--- src/rtl/cache_mem_arbiter_pkg.sv ---
// Shared SoC cache package: arbiter state encodings, requester IDs and line-offset helper.
package cache_mem_arbiter_pkg;

   typedef enum logic [1:0] {ST_IDLE, ST_ARB, ST_BURST, ST_DONE} arb_state_t;

   // Requester IDs double as bit positions in the one-hot grant vector.
   typedef enum logic [1:0] {RID_WB = 2'd0, RID_DF = 2'd1, RID_IF = 2'd2} req_id_t;

   localparam int WORD_BYTES_W = 2;

   function automatic int line_off_w(input int words);
      return $clog2(words) + WORD_BYTES_W;
   endfunction

endpackage

--- src/rtl/cache_mem_arbiter_prio_sel.sv ---
// Starvation-aware fixed-priority select: Wb > Df > If, unless If has been starved.
module mem_prio_sel
   import cache_mem_arbiter_pkg::*;
(
   input  logic       i_wb,
   input  logic       i_df,
   input  logic       i_if,
   input  logic       i_starved,
   output logic [2:0] o_gnt
);

   always_comb begin
      o_gnt = '0;
      if (i_if && i_starved) o_gnt[RID_IF] = 1'b1;
      else if (i_wb)         o_gnt[RID_WB] = 1'b1;
      else if (i_df)         o_gnt[RID_DF] = 1'b1;
      else if (i_if)         o_gnt[RID_IF] = 1'b1;
   end

endmodule

--- src/rtl/cache_mem_arbiter.sv ---
// Memory-port arbiter for I-fill, D-fill and D write-back line bursts.
module cache_mem_arbiter
   import cache_mem_arbiter_pkg::*;
#(
   parameter int LINE_WORDS = 8,
   parameter int STARVE_LIM = 4
)(
   input  logic                          Clk,
   input  logic                          Rst,
   input  logic                          Wb_Req,
   input  logic                          If_Req,
   input  logic                          Df_Req,
   input  logic [31:0]                   Wb_Addr,
   input  logic [31:0]                   Df_Addr,
   input  logic [31:0]                   If_Addr,
   output logic                          Wb_Grant,
   output logic                          Df_Grant,
   output logic                          If_Grant,
   output logic                          Wb_Done,
   output logic                          Df_Done,
   output logic                          If_Done,
   output logic                          M_Start,
   output logic                          M_Write,
   output logic [31:0]                   M_Addr,
   input  logic                          M_Beat,
   input  logic                          M_Last,
   output logic [$clog2(LINE_WORDS)-1:0] Beat_Idx,
   output logic                          First_Word,
   output logic                          Err
);

   localparam int BIDX_W = $clog2(LINE_WORDS);
   localparam int STV_W  = $clog2(STARVE_LIM + 1);
   localparam int OFF_W  = line_off_w(LINE_WORDS);
   localparam logic [31:0]       ADDR_MASK = ~((32'd1 << OFF_W) - 32'd1);
   localparam logic [BIDX_W-1:0] LAST_BEAT = BIDX_W'(LINE_WORDS - 1);
   localparam logic [STV_W-1:0]  STV_MAX   = STV_W'(STARVE_LIM);

   arb_state_t        r_state;
   logic [2:0]        r_grant;
   logic [2:0]        r_done;
   logic              r_start;
   logic              r_write;
   logic [31:0]       r_addr;
   logic [BIDX_W-1:0] r_beat;
   logic [STV_W-1:0]  r_starve;
   logic              r_err;

   logic [2:0]        w_win;
   logic [31:0]       w_addr;
   logic              w_burst;

   mem_prio_sel u_prio (
      .i_wb      (Wb_Req),
      .i_df      (Df_Req),
      .i_if      (If_Req),
      .i_starved (r_starve == STV_MAX),
      .o_gnt     (w_win)
   );

   always_comb begin
      w_addr = '0;
      if (w_win[RID_WB])      w_addr = Wb_Addr;
      else if (w_win[RID_DF]) w_addr = Df_Addr;
      else if (w_win[RID_IF]) w_addr = If_Addr;
   end

   assign w_burst = (r_state == ST_BURST);

   always_ff @(posedge Clk) begin
      if (Rst) begin
         r_state  <= ST_IDLE;
         r_grant  <= '0;
         r_done   <= '0;
         r_start  <= 1'b0;
         r_write  <= 1'b0;
         r_addr   <= '0;
         r_beat   <= '0;
         r_starve <= '0;
         r_err    <= 1'b0;
      end else begin
         r_start <= 1'b0;
         r_done  <= '0;
         if (M_Beat && !w_burst) r_err <= 1'b1;
         if (!If_Req) r_starve <= '0;
         case (r_state)
            ST_IDLE: if (Wb_Req || Df_Req || If_Req) r_state <= ST_ARB;
            ST_ARB: begin
               r_beat <= '0;
               if (|w_win) begin
                  r_grant <= w_win;
                  r_start <= 1'b1;
                  r_write <= w_win[RID_WB];
                  r_addr  <= w_addr & ADDR_MASK;
                  r_state <= ST_BURST;
                  if (w_win[RID_IF]) r_starve <= '0;
                  else if (If_Req && r_starve != STV_MAX) r_starve <= r_starve + 1'b1;
               end else begin
                  r_state <= ST_IDLE;
               end
            end
            ST_BURST: if (M_Beat) begin
               r_beat <= r_beat + 1'b1;
               // Length mismatches are flagged, but only M_Last ends the burst.
               if (M_Last) begin
                  if (r_beat != LAST_BEAT) r_err <= 1'b1;
                  r_done  <= r_grant;
                  r_grant <= '0;
                  r_state <= ST_DONE;
               end else if (r_beat == LAST_BEAT) begin
                  r_err <= 1'b1;
               end
            end
            default: r_state <= ST_IDLE;
         endcase
      end
   end

   assign Wb_Grant   = r_grant[RID_WB];
   assign Df_Grant   = r_grant[RID_DF];
   assign If_Grant   = r_grant[RID_IF];
   assign Wb_Done    = r_done[RID_WB];
   assign Df_Done    = r_done[RID_DF];
   assign If_Done    = r_done[RID_IF];
   assign M_Start    = r_start;
   assign M_Write    = r_write;
   assign M_Addr     = r_addr;
   assign Beat_Idx   = r_beat;
   assign First_Word = w_burst && M_Beat && (r_beat == '0) && !r_write;
   assign Err        = r_err;

endmodule

--- config.mk ---
export PLATFORM = sky130hd
export DESIGN_NAME = cache_mem_arbiter
export DESIGN_NICKNAME = d
export VERILOG_FILES = /design/src/rtl/cache_mem_arbiter_pkg.sv /design/src/rtl/cache_mem_arbiter_prio_sel.sv /design/src/rtl/cache_mem_arbiter.sv
export SDC_FILE = /design/constraint.sdc
export NUM_CORES = 1
export LEC_CHECK = 0
export CAP_MARGIN = 20
export CORE_MARGIN = 2
export CORE_UTILIZATION = 34
export DETAILED_ROUTE_END_ITERATION = 12
export GPL_TIMING_DRIVEN = 0
export PLACE_DENSITY = 0.78
export SYNTH_ARGS = -nofsm -noshare
export SYNTH_HDL_FRONTEND = slang
export SYNTH_SLANG_ARGS = --single-unit
export TNS_END_PERCENT = 100
--- constraint.sdc ---
create_clock -name Clk -period 1.8 [get_ports Clk]
set_clock_uncertainty 0.1 [all_clocks]
set_input_delay 0.54 -clock Clk [delete_from_list [all_inputs] [get_ports Clk]]
set_output_delay 0.54 -clock Clk [all_outputs]
set_load 0.02 [all_outputs]
==> flow_metrics.tcl, run 1 <==
set metrics [dict create \
    grt_overflow 0 \
    finalWorstPathRequiredPeriod_ns 1.906 \
    cts_max_level 2 \
    flow.area_growth_from_synthesis_pct 65.53 \
    worst_ep_required_time_ns 1.16 \
    antenna_violations_before_repair 0 \
    post-route-worst-setup-slack_ns -0.1057 \
    num_io_pins 148 \
    yosys_warnings 0 \
    holdBufCountCts 0 \
    max_cap_viol_count 0 \
    portBuffers 125 \
    fin_crit_sh_pct 105.9 \
    chipWidth_um 89.58 \
    ant_nets 0 \
    final_layout_size_suffix_gt1_share_pct 18.94 \
    post_synth.cell_area_avg_um2 8.556 \
    rows 31 \
    ys_ff_latch 44 \
    critPathSlowestCell "sky130_fd_sc_hd__dfxtp_4" \
    mapped_cell_area_mm2 0.002490 \
    drt-vias-per-instance 5.235 \
    async_reset_ff_share_pct 0 \
    clock-root-buffer "sky130_fd_sc_hd__clkbuf_8" \
    synthesis.instances 291 \
    timing.critical_path.max_delay_family "flip-flops" \
    clock_latency_ns 0.30 \
    worstPathArrival_ns 1.27 \
    synth-main-ff-cell "sky130_fd_sc_hd__dfxtp_1" \
    final_max_slew_violation_count 0 \
    yosysSeqAreaShare_pct 35.38 \
    power.leakage_nw 1.811 \
    finalWirelength_um 8501 \
    critical_path.cell_chain "inv_2 > ha_4 > nand2_4 > nor4_4 > buf_4" \
    vias 2785 \
    first_global_vias 2676 \
    global_route.usage.total_pct 20.65 \
    cts.sink_count 44 \
    finalNetCount 540 \
    place_hpwl_um 6198 \
    timing.setup.critical_path_class "reg -> out" \
    gp_routability_congestion 0.8359 \
    timing.critical_path.to_type "output port" \
    hold_viol 0 \
    worst_path_largest_cell_delay_ns 0.37 \
    worstPathMaxFanout 6 \
    setup_repair_after_global_routing_missed_its_margin "yes" \
    power-per-cell-area_mw_per_mm2 643.3 \
    area_of_the_die_mm2 0.008024 \
    fmax_ghz 0.5247 \
    setup-violations-final 1 \
    fp.coreArea_mm2 0.007176 \
    run_status "finished with violations" \
    start_kind "flip-flop" \
    max_slew.worst_pin.slew_ns 0.5043 \
    violations "negative setup slack" \
    layout.filler_cells 673 \
    hold_class "reg -> reg" \
    antennaDiodeCount 0 \
    post-synth-top-area-fraction_pct 35.38 \
    dp_slack_ns -0.6963 \
    grt_first_pass_wirelength_um 12800 \
    drt_drc_violations_left 0 \
    synth.distinct_cells 35 \
    clk_pin_slew_worst_paths_ns 0.09 \
    yosys.area.top_type "sky130_fd_sc_hd__dfxtp_1" \
    wire_per_inst_um 15.98 \
    crit_buf_inv 2 \
    synth_enable_flop_cells 0 \
    initial_utilization_pct 34.70 \
    cts.path.max_buffers 2 \
    detail_route.iter0.violations 106 \
    die_height_um 89.58 \
    drt_first_pass_iters 4 \
    slew-limit-headroom_pct 66.38 \
    grt_max_degree 16 \
    tritoncts_clock_tree "built" \
    number_of_buffers_inserted_during_clock_tree_synthesis 5 \
    peakVddDrop_uv 345.2 \
    post_synth_main_area_contributors "sky130_fd_sc_hd__dfxtp_1, sky130_fd_sc_hd__a32o_2, sky130_fd_sc_hd__nand3b_1" \
    p_total_mw 2.651 \
]
[final timing paths]
kind	startpoint	cells past startpoint	slack [ns]	endpoint
max	Beat_Idx[0]$_SDFFE_PP0P_	5	-0.11	First_Word
min	Err$_SDFF_PP0_	2	0.35	Err$_SDFF_PP0_
max reg2reg	r_starve[0]$_SDFF_PP0_	6	0.09	M_Addr[23]$_SDFFE_PP0P_
min reg2reg	Err$_SDFF_PP0_	2	0.35	Err$_SDFF_PP0_
[state kept, by name, summed over array words and instances, names as in the netlist]
signal / count
r_grant: 3
r_starve: 3
Err: 1
M_Addr: 27
Beat_Idx: 3
r_state: 2
r_done: 3
M_Write: 1
M_Start: 1
[cell type report]
class | count | area [µm²] | area share [%]
Clock buffer | 5 | 68.82 | 1.670
Timing Repair Buffer | 130 | 1250 | 30.33
Clock inverter | 3 | 46.29 | 1.123
Buffer | 37 | 265.3 | 6.436
Multi-Input combinational cell | 207 | 1446 | 35.09
Inverter | 7 | 28.78 | 0.6982
Sequential cell | 44 | 892.1 | 21.65
Tap cell | 99 | 123.9 | 3.005
[report_power, final]
group          internal [mW]  total, mW  switching (mW)
clock                  0.419      0.798           0.379
combinational          0.413      0.772           0.360
sequential              1.04       1.08          0.0420
[placed cells by master, fill, tap and decap left out, types with 6 or more instances in the layout]
cell type and n:
sky130_fd_sc_hd__buf_6 7, sky130_fd_sc_hd__o22ai_1 27, sky130_fd_sc_hd__buf_4 15, sky130_fd_sc_hd__dlygate4sd2_1 41, sky130_fd_sc_hd__a21oi_1 38, sky130_fd_sc_hd__a32o_1 7
sky130_fd_sc_hd__buf_2 6, sky130_fd_sc_hd__a32o_2 20, sky130_fd_sc_hd__clkdlybuf4s50_1 82, sky130_fd_sc_hd__nand2_1 32, sky130_fd_sc_hd__o211ai_1 7, sky130_fd_sc_hd__dfxtp_1 39
sky130_fd_sc_hd__clkbuf_8 6, sky130_fd_sc_hd__nand3_1 6, sky130_fd_sc_hd__nand3b_1 29
[synthesized netlist by cell type (all sizes together) (2+ instances only)]
cell type / n
dfxtp: 44
a21oi: 39
nand2: 33
nand3b: 29
a32o: 27
o22ai: 27
buf: 24
clkbuf: 13
inv: 7
o211ai: 7
nand3: 6
ha: 5
nand2b: 5
a21o: 3
and2: 3
nand4b: 2
nor2: 2
nor3: 2
o21ai: 2
[cell families (layout without fill, tap and decap cells)]
| family | Yosys count | count (layout) | synth area share, % |
|---|---|---|---|
| AOI/OAI and AO/OA | 109 | 109 | 31.86 |
| buffers and inverters | 44 | 182 | 9.196 |
| DFF | 44 | 44 | 35.38 |
| other | 1 | 5 | 0.1506 |
| and+or+nand+nor | 87 | 87 | 20.55 |
| xor gates and xnor gates | 1 | 1 | 0.3518 |
| adders and majority gates | 5 | 5 | 2.513 |
[worst register-to-register path: stages, from the launching register on]
cell and delay (ns):
sky130_fd_sc_hd__dfxtp_2 0.36, sky130_fd_sc_hd__inv_1 0.06, sky130_fd_sc_hd__ha_2 0.21, sky130_fd_sc_hd__a2bb2oi_2 0.23
sky130_fd_sc_hd__buf_2 0.27, sky130_fd_sc_hd__o22ai_1 0.12, sky130_fd_sc_hd__a32o_2 0.27
[what timing repair did]
action,4_1_cts,5_1_grt
gates resized for setup,67,27
setup endpoints to repair,75,29
setup buffers,2,3
pin swaps,2,3
[per-layer routing]
layer	vias up	global-route usage [%]	wire length, µm
met5	-	0	0
met4	0	7.463	52
met3	2	4.205	513
met2	105	33.49	4085
met1	1311	27.17	3850
li1	1367	-	-
[stage by stage]
step | utilization [%] | cells | cell area (µm²) | setup TNS, ns | hold slack, ns
global placement | 54.28 | 519 | 3895 | -19.64 | 0.3417
global route | 57.44 | 532 | 4121 | -0.1760 | 0.3658
finish | 57.44 | 532 | 4121 | -0.1057 | 0.3524
detailed placement | 54.28 | 519 | 3895 | -21.21 | 0.3434
floorplan | - | 295 | 2520 | 0 | 0.3461
CTS | 56.30 | 529 | 4040 | -0.1636 | 0.3560
No activity file was read; power rests on OpenSTA's default activity.
==> run 2: changes to the inputs <==
- ABC_AREA: unset -> 1
- CORE_UTILIZATION: 34 -> 35
==> flow_metrics.tcl, run 2 <==
set metrics [dict create \
    drt_first_pass_iters 4 \
    post_synth.cell_area_avg_um2 7.390 \
    antennaDiodeCount 0 \
    initial_utilization_pct 36.06 \
    synth.top_cells.by_count "sky130_fd_sc_hd__nand3_1, sky130_fd_sc_hd__nand2_1, sky130_fd_sc_hd__dfxtp_1, sky130_fd_sc_hd__a21oi_1, sky130_fd_sc_hd__inv_1" \
    worst_ep_required_time_ns 1.16 \
    grt_max_degree 16 \
    post-route-worst-setup-slack_ns -0.1467 \
    worst_path_largest_cell_delay_ns 0.34 \
    finalWirelength_um 8531 \
    detail_route.iter0.violations 179 \
    global_route.usage.total_pct 20.59 \
    portBuffers 125 \
    clk_pin_slew_worst_paths_ns 0.10 \
    finalNetCount 605 \
    post_dp_cell_area_mm2 0.004000 \
    synth_enable_flop_cells 0 \
    cts.sink_count 44 \
    timing.critical_path.to_type "output port" \
    hold_class "in -> reg" \
    clock_latency_ns 0.31 \
    synth-main-ff-cell "sky130_fd_sc_hd__dfxtp_1" \
    yosys.area.top_type "sky130_fd_sc_hd__dfxtp_1" \
    grt_overflow 0 \
    max_cap_viol_count 0 \
    vias 3003 \
    synth.distinct_cells 29 \
    stdcell_area_mm2 0.004150 \
    grt_first_pass_wirelength_um 13510 \
    final-instance-count-excl-fill 597 \
    timing.setup.critical_path_class "reg -> out" \
    async_reset_ff_share_pct 0 \
    area_of_the_die_mm2 0.008138 \
    power-per-cell-area_mw_per_mm2 642.2 \
    antenna_violations_before_repair 0 \
    setup-violations-final 1 \
    tritoncts_clock_tree "built" \
    die_height_um 90.21 \
    gp_routability_congestion 0.8102 \
    flow.area_growth_from_synthesis_pct 59.55 \
    wire_per_inst_um 14.29 \
    cts.path.max_buffers 2 \
    run_status "finished with violations" \
    yosysSeqAreaShare_pct 33.86 \
    slew-limit-headroom_pct 60.90 \
    holdBufCountCts 0 \
    rr_worst_depth 9 \
    drt_drc_violations_left 0 \
    mapped_cell_area_mm2 0.002601 \
    synthMostInstantiatedCell "sky130_fd_sc_hd__nand3_1" \
    rows 31 \
    ant_nets 0 \
    cts_max_level 2 \
    first_global_vias 2935 \
    final_max_slew_violation_count 0 \
    worstPathMaxFanout 4 \
    hold_viol 0 \
    num_io_pins 148 \
    setup_repair_after_global_routing_missed_its_margin "yes" \
    synthesis.instances 352 \
    placedCellCount 580 \
    place_hpwl_um 6467 \
    drt-vias-per-instance 5.030 \
    largest_register_ffs 27 \
    dp_slack_ns -1.034 \
    worstPathArrival_ns 1.31 \
    power.leakage_nw 1.808 \
    start_kind "flip-flop" \
    r2r_slack_ns 0.14 \
    number_of_buffers_inserted_during_clock_tree_synthesis 5 \
    layout_commonest_cell "sky130_fd_sc_hd__nand3_1" \
    peakVddDrop_uv 325.0 \
    worst_path_most_repeated_cell "sky130_fd_sc_hd__inv_1" \
    final_layout_size_suffix_gt1_share_pct 17.47 \
    ys_ff_latch 44 \
    layout_common_cells "sky130_fd_sc_hd__nand3_1, sky130_fd_sc_hd__clkdlybuf4s50_1, sky130_fd_sc_hd__nand2_1, sky130_fd_sc_hd__dfxtp_1, sky130_fd_sc_hd__dlygate4sd2_1" \
    post-synth-top-area-fraction_pct 33.86 \
    chipWidth_um 90.21 \
    timing.hold.worst_path_depth 2 \
    fp.coreArea_mm2 0.007214 \
    finalWorstPathRequiredPeriod_ns 1.947 \
    yosys_warnings 0 \
    clock-root-buffer "sky130_fd_sc_hd__clkbuf_8" \
    post_synth_main_area_contributors "sky130_fd_sc_hd__dfxtp_1, sky130_fd_sc_hd__nand3_1, sky130_fd_sc_hd__nand2_1" \
    fin_crit_sh_pct 108.1 \
    max_slew.worst_pin.slew_ns 0.5865 \
    fmax_ghz 0.5137 \
    critPathSlowestCell "sky130_fd_sc_hd__dfxtp_2" \
    critical_path.cell_chain "inv_1 > ha_1 > inv_1 > nor4_4 > buf_4" \
    violations "negative setup slack" \
]
run 2: cell types whose count changed after synthesis, sizes merged, moves of 27 or more:
cell    before  now
nand3        6  118
nand3b      29    0
nand2       33   69
a32o        27    0
o22ai       27    0
run 2: timing repair:
action                                  4_1_cts  5_1_grt
setup buffers                                 6        3
pin swaps                                     4        2
endpoints found under the setup margin       71       21
resized for setup                            52        9
hold endpoints to repair                      0        0
run 2: area by class of cell:
class	count	area, µm²
flip-flops and latches	44	884.6
multi-input cells	260	1391
clock inverters	3	47.55
clock buffers	5	68.82
well taps	99	123.9
plain buffers	32	292.8
repair buffers	134	1264
inverters	20	77.57
fillers	716	3064
run 2: where the power goes:
group / switching, mW / internal, mW / total (mW)
Clock: 0.374 / 0.418 / 0.792
Combinational: 0.405 / 0.400 / 0.805
Sequential: 0.0348 / 1.03 / 1.07
run 2: kinds of logic (layout without fill, tap and decap cells):
group,Yosys count,in the layout,synth area share [%]
flip-flops,44,44,33.86
AND/OR/NAND/NOR,205,205,38.29
adder cells (fa/ha/maj),5,5,2.405
XOR/XNOR,1,1,0.3368
other,1,5,0.1442
AO/OA/AOI/OAI,44,44,10.92
buffers and inverters,52,194,14.05
run 2: worst paths after layout:
| path | from | to |
|---|---|---|
| setup / recovery | Beat_Idx[0]$_SDFFE_PP0P_ | First_Word |
| hold / removal | Rst | M_Addr[20]$_SDFFE_PP0P_ |
| setup reg to reg | r_starve[0]$_SDFF_PP0_ | M_Addr[11]$_SDFFE_PP0P_ |
| hold reg to reg | r_grant[2]$_SDFFE_PP0P_ | r_done[2]$_SDFF_PP0_ |
run 2: routing by layer:
| layer | track usage [%] | vias up | wire length [µm] | part of all wire, % |
|---|---|---|---|---|
| met5 | 0 | - | 0 | 0 |
| met4 | 9.487 | 0 | 233 | 2.7 |
| met3 | 5.113 | 22 | 548 | 6.4 |
| met2 | 36.72 | 119 | 4379 | 51 |
| met1 | 22.97 | 1397 | 3370 | 40 |
| li1 | - | 1465 | - | - |
run 2: through the flow:
step	setup TNS, ns	util, %	hold WS [ns]	power (mW)
final	-0.1467	57.53	0.3242	2.665
after global routing	-0.2210	57.53	0.3371	2.778
after CTS	-0.2017	57.06	0.3231	2.658
after detailed placement	-13.36	55.45	0.3446	1.900
after global placement	-12.05	55.45	0.3448	1.886
after floorplan	0	-	0.3921	1.515
run 2: worst max-delay path: cells and delay by family, from the launching register on:
family / cells / cell delay (ns)
flip-flops: 1 / 0.34
AND/OR/NAND/NOR: 1 / 0.20
adder cells (fa/ha/maj): 1 / 0.15
buffers and inverters: 3 / 0.31
==> run 3: changes to the inputs <==
- PLACE_DENSITY: 0.78 -> 0.75
- clock period: 1.8 -> 2.2 ns (I/O delays scaled with it)
==> flow_metrics.tcl, run 3 (same netlist as run 2, synthesis figures left out) <==
set metrics [dict create \
    hold_class "reg -> reg" \
    timing.hold.worst_path_depth 2 \
    layout_common_cells "sky130_fd_sc_hd__clkdlybuf4s50_1, sky130_fd_sc_hd__nand3_1, sky130_fd_sc_hd__nand2_1, sky130_fd_sc_hd__dfxtp_1, sky130_fd_sc_hd__a21oi_1" \
    power.leakage_nw 1.596 \
    peakVddDrop_uv 300.3 \
    timing.critical_path.max_delay_family "buffers and inverters" \
    final_core_util_pct 57.41 \
    place_hpwl_um 6288 \
    antennaDiodeCount 0 \
    stdcell_area_mm2 0.004141 \
    drt_first_pass_iters 4 \
    number_of_buffers_inserted_during_clock_tree_synthesis 5 \
    worstPathArrival_ns 1.36 \
    worst_hold_startpoint "r_grant[1]$_SDFFE_PP0P_" \
    area_of_the_die_mm2 0.008138 \
    setup-violations-final 0 \
    initial_utilization_pct 36.06 \
    layout_commonest_cell "sky130_fd_sc_hd__clkdlybuf4s50_1" \
    finalWirelength_um 8437 \
    critPathSlowestCell "sky130_fd_sc_hd__clkdlybuf4s50_1" \
    crit-reg2reg-launch "r_starve[0]$_SDFF_PP0_" \
    cts.path.max_buffers 2 \
    max_slew.worst_pin.slew_ns 0.5831 \
    drt-vias-per-instance 4.998 \
    fp.coreArea_mm2 0.007214 \
    chipWidth_um 90.21 \
    grt_first_pass_wirelength_um 13570 \
    start_kind "flip-flop" \
    r2r_slack_ns 0.48 \
    fin_crit_sh_pct 96.15 \
    antenna_violations_before_repair 0 \
    first_global_vias 2844 \
    clock-root-buffer "sky130_fd_sc_hd__clkbuf_8" \
    timing.critical_path.to_type "output port" \
    worstPathMaxFanout 3 \
    final_max_slew_violation_count 0 \
    finalNetCount 601 \
    holdBufCountCts 0 \
    largest_register_ffs 27 \
    portBuffers 125 \
    worst_r2r_endpoint "M_Addr[15]$_SDFFE_PP0P_" \
    ant_nets 0 \
    hold_ws_ns 0.3505 \
    clk_pin_slew_worst_paths_ns 0.09 \
    critical_path.cell_chain "clkdlybuf4s50_1" \
    run_status "complete, no violations" \
    die_height_um 90.21 \
    final_layout_size_suffix_gt1_share_pct 16.19 \
    grt_overflow 0 \
    post_dp_cell_area_mm2 0.003991 \
    rr_worst_depth 9 \
    cts.sink_count 44 \
    num_io_pins 148 \
    gp_routability_congestion 0.8535 \
    max_cap_viol_count 0 \
    timing.setup.critical_path_class "reg -> out" \
    drt_drc_violations_left 0 \
    worst_path_largest_cell_delay_ns 0.63 \
    flow.area_growth_from_synthesis_pct 59.21 \
    clock_latency_ns 0.30 \
    crit_buf_inv 1 \
    vias 2964 \
    slew-limit-headroom_pct 61.13 \
    global_route.usage.total_pct 20.46 \
    detail_route.iter0.violations 79 \
    worst_ep_required_time_ns 1.44 \
    power-per-cell-area_mw_per_mm2 525.1 \
    holdPathEnd "r_done[1]$_SDFF_PP0_" \
    grt_max_degree 15 \
    hold_viol 0 \
    wire_per_inst_um 14.23 \
    cts_max_level 2 \
    rows 31 \
    finalWorstPathRequiredPeriod_ns 2.115 \
    tritoncts_clock_tree "built" \
    fmax_ghz 0.4728 \
]
## run 3: cell count changes in the layout (fill, tap and decap cells not counted), moves of 2 or more
cell,delta
sky130_fd_sc_hd__clkbuf_4,-2
sky130_fd_sc_hd__buf_4,-4
sky130_fd_sc_hd__dfxtp_2,-2
sky130_fd_sc_hd__dlygate4sd2_1,-40
sky130_fd_sc_hd__clkdlybuf4s50_1,+41
sky130_fd_sc_hd__clkinv_4,-2
sky130_fd_sc_hd__buf_2,+2
sky130_fd_sc_hd__dfxtp_1,+2
## run 3: worst max path at each step
| stage | start | cells after the start | to |
|---|---|---|---|
| detailed placement | M_Beat | 6 | First_Word |
| global route | r_state[1]$_SDFFE_PP0P_ | 7 | First_Word |
| CTS | M_Beat | 6 | First_Word |
| global placement | M_Beat | 6 | First_Word |
| floorplan | M_Beat | 4 | First_Word |
| finish | M_Write$_SDFFE_PP0P_ | 1 | M_Write |
## run 3: final cells by class
| cell class | instances | area [µm²] |
|---|---|---|
| tap | 99 | 123.9 |
| buffer | 32 | 287.8 |
| multi-input combinational | 260 | 1378 |
| clock buffer | 5 | 68.82 |
| fill | 686 | 3073 |
| sequential | 44 | 882.1 |
| clock inverter | 3 | 42.54 |
| inverter | 20 | 77.57 |
| timing repair buffer | 130 | 1281 |
## run 3: what timing repair did
action | CTS | global route
hold endpoints to repair | 0 | 0
cloned | 0 | 0
buffers inserted | 2 | 3
resized for setup | 14 | 1
setup endpoints to repair | 1 | 1
pin swaps | 2 | 2
## run 3: per-stage QoR
| step | cells | setup TNS (ns) | power [mW] | setup slack (ns) |
|---|---|---|---|---|
| after floorplan | 356 | 0 | 1.238 | 0.1213 |
| after global routing | 593 | -0.008034 | 2.271 | -0.008034 |
| final | 593 | 0 | 2.175 | 0.08479 |
| after CTS | 590 | 0 | 2.182 | 0.01656 |
| after global placement | 580 | -3.010 | 1.546 | -0.8390 |
| after detailed placement | 580 | -3.622 | 1.554 | -0.8393 |
## run 3: layer usage
layer	up-vias	part of all wire, %	global-route usage, %
met1	1374	42	25.39
met4	0	2.5	7.179
li1	1459	-	-
met3	19	7.2	4.946
met5	-	0	0
met2	112	49	34.59
## run 3: power breakdown
part,switching [mW],internal [mW],leakage (nW)
combinational,0.326,0.350,1.18
sequential,0.0297,0.845,0.359
clock,0.288,0.336,0.0541
total,0.643,1.53,1.60
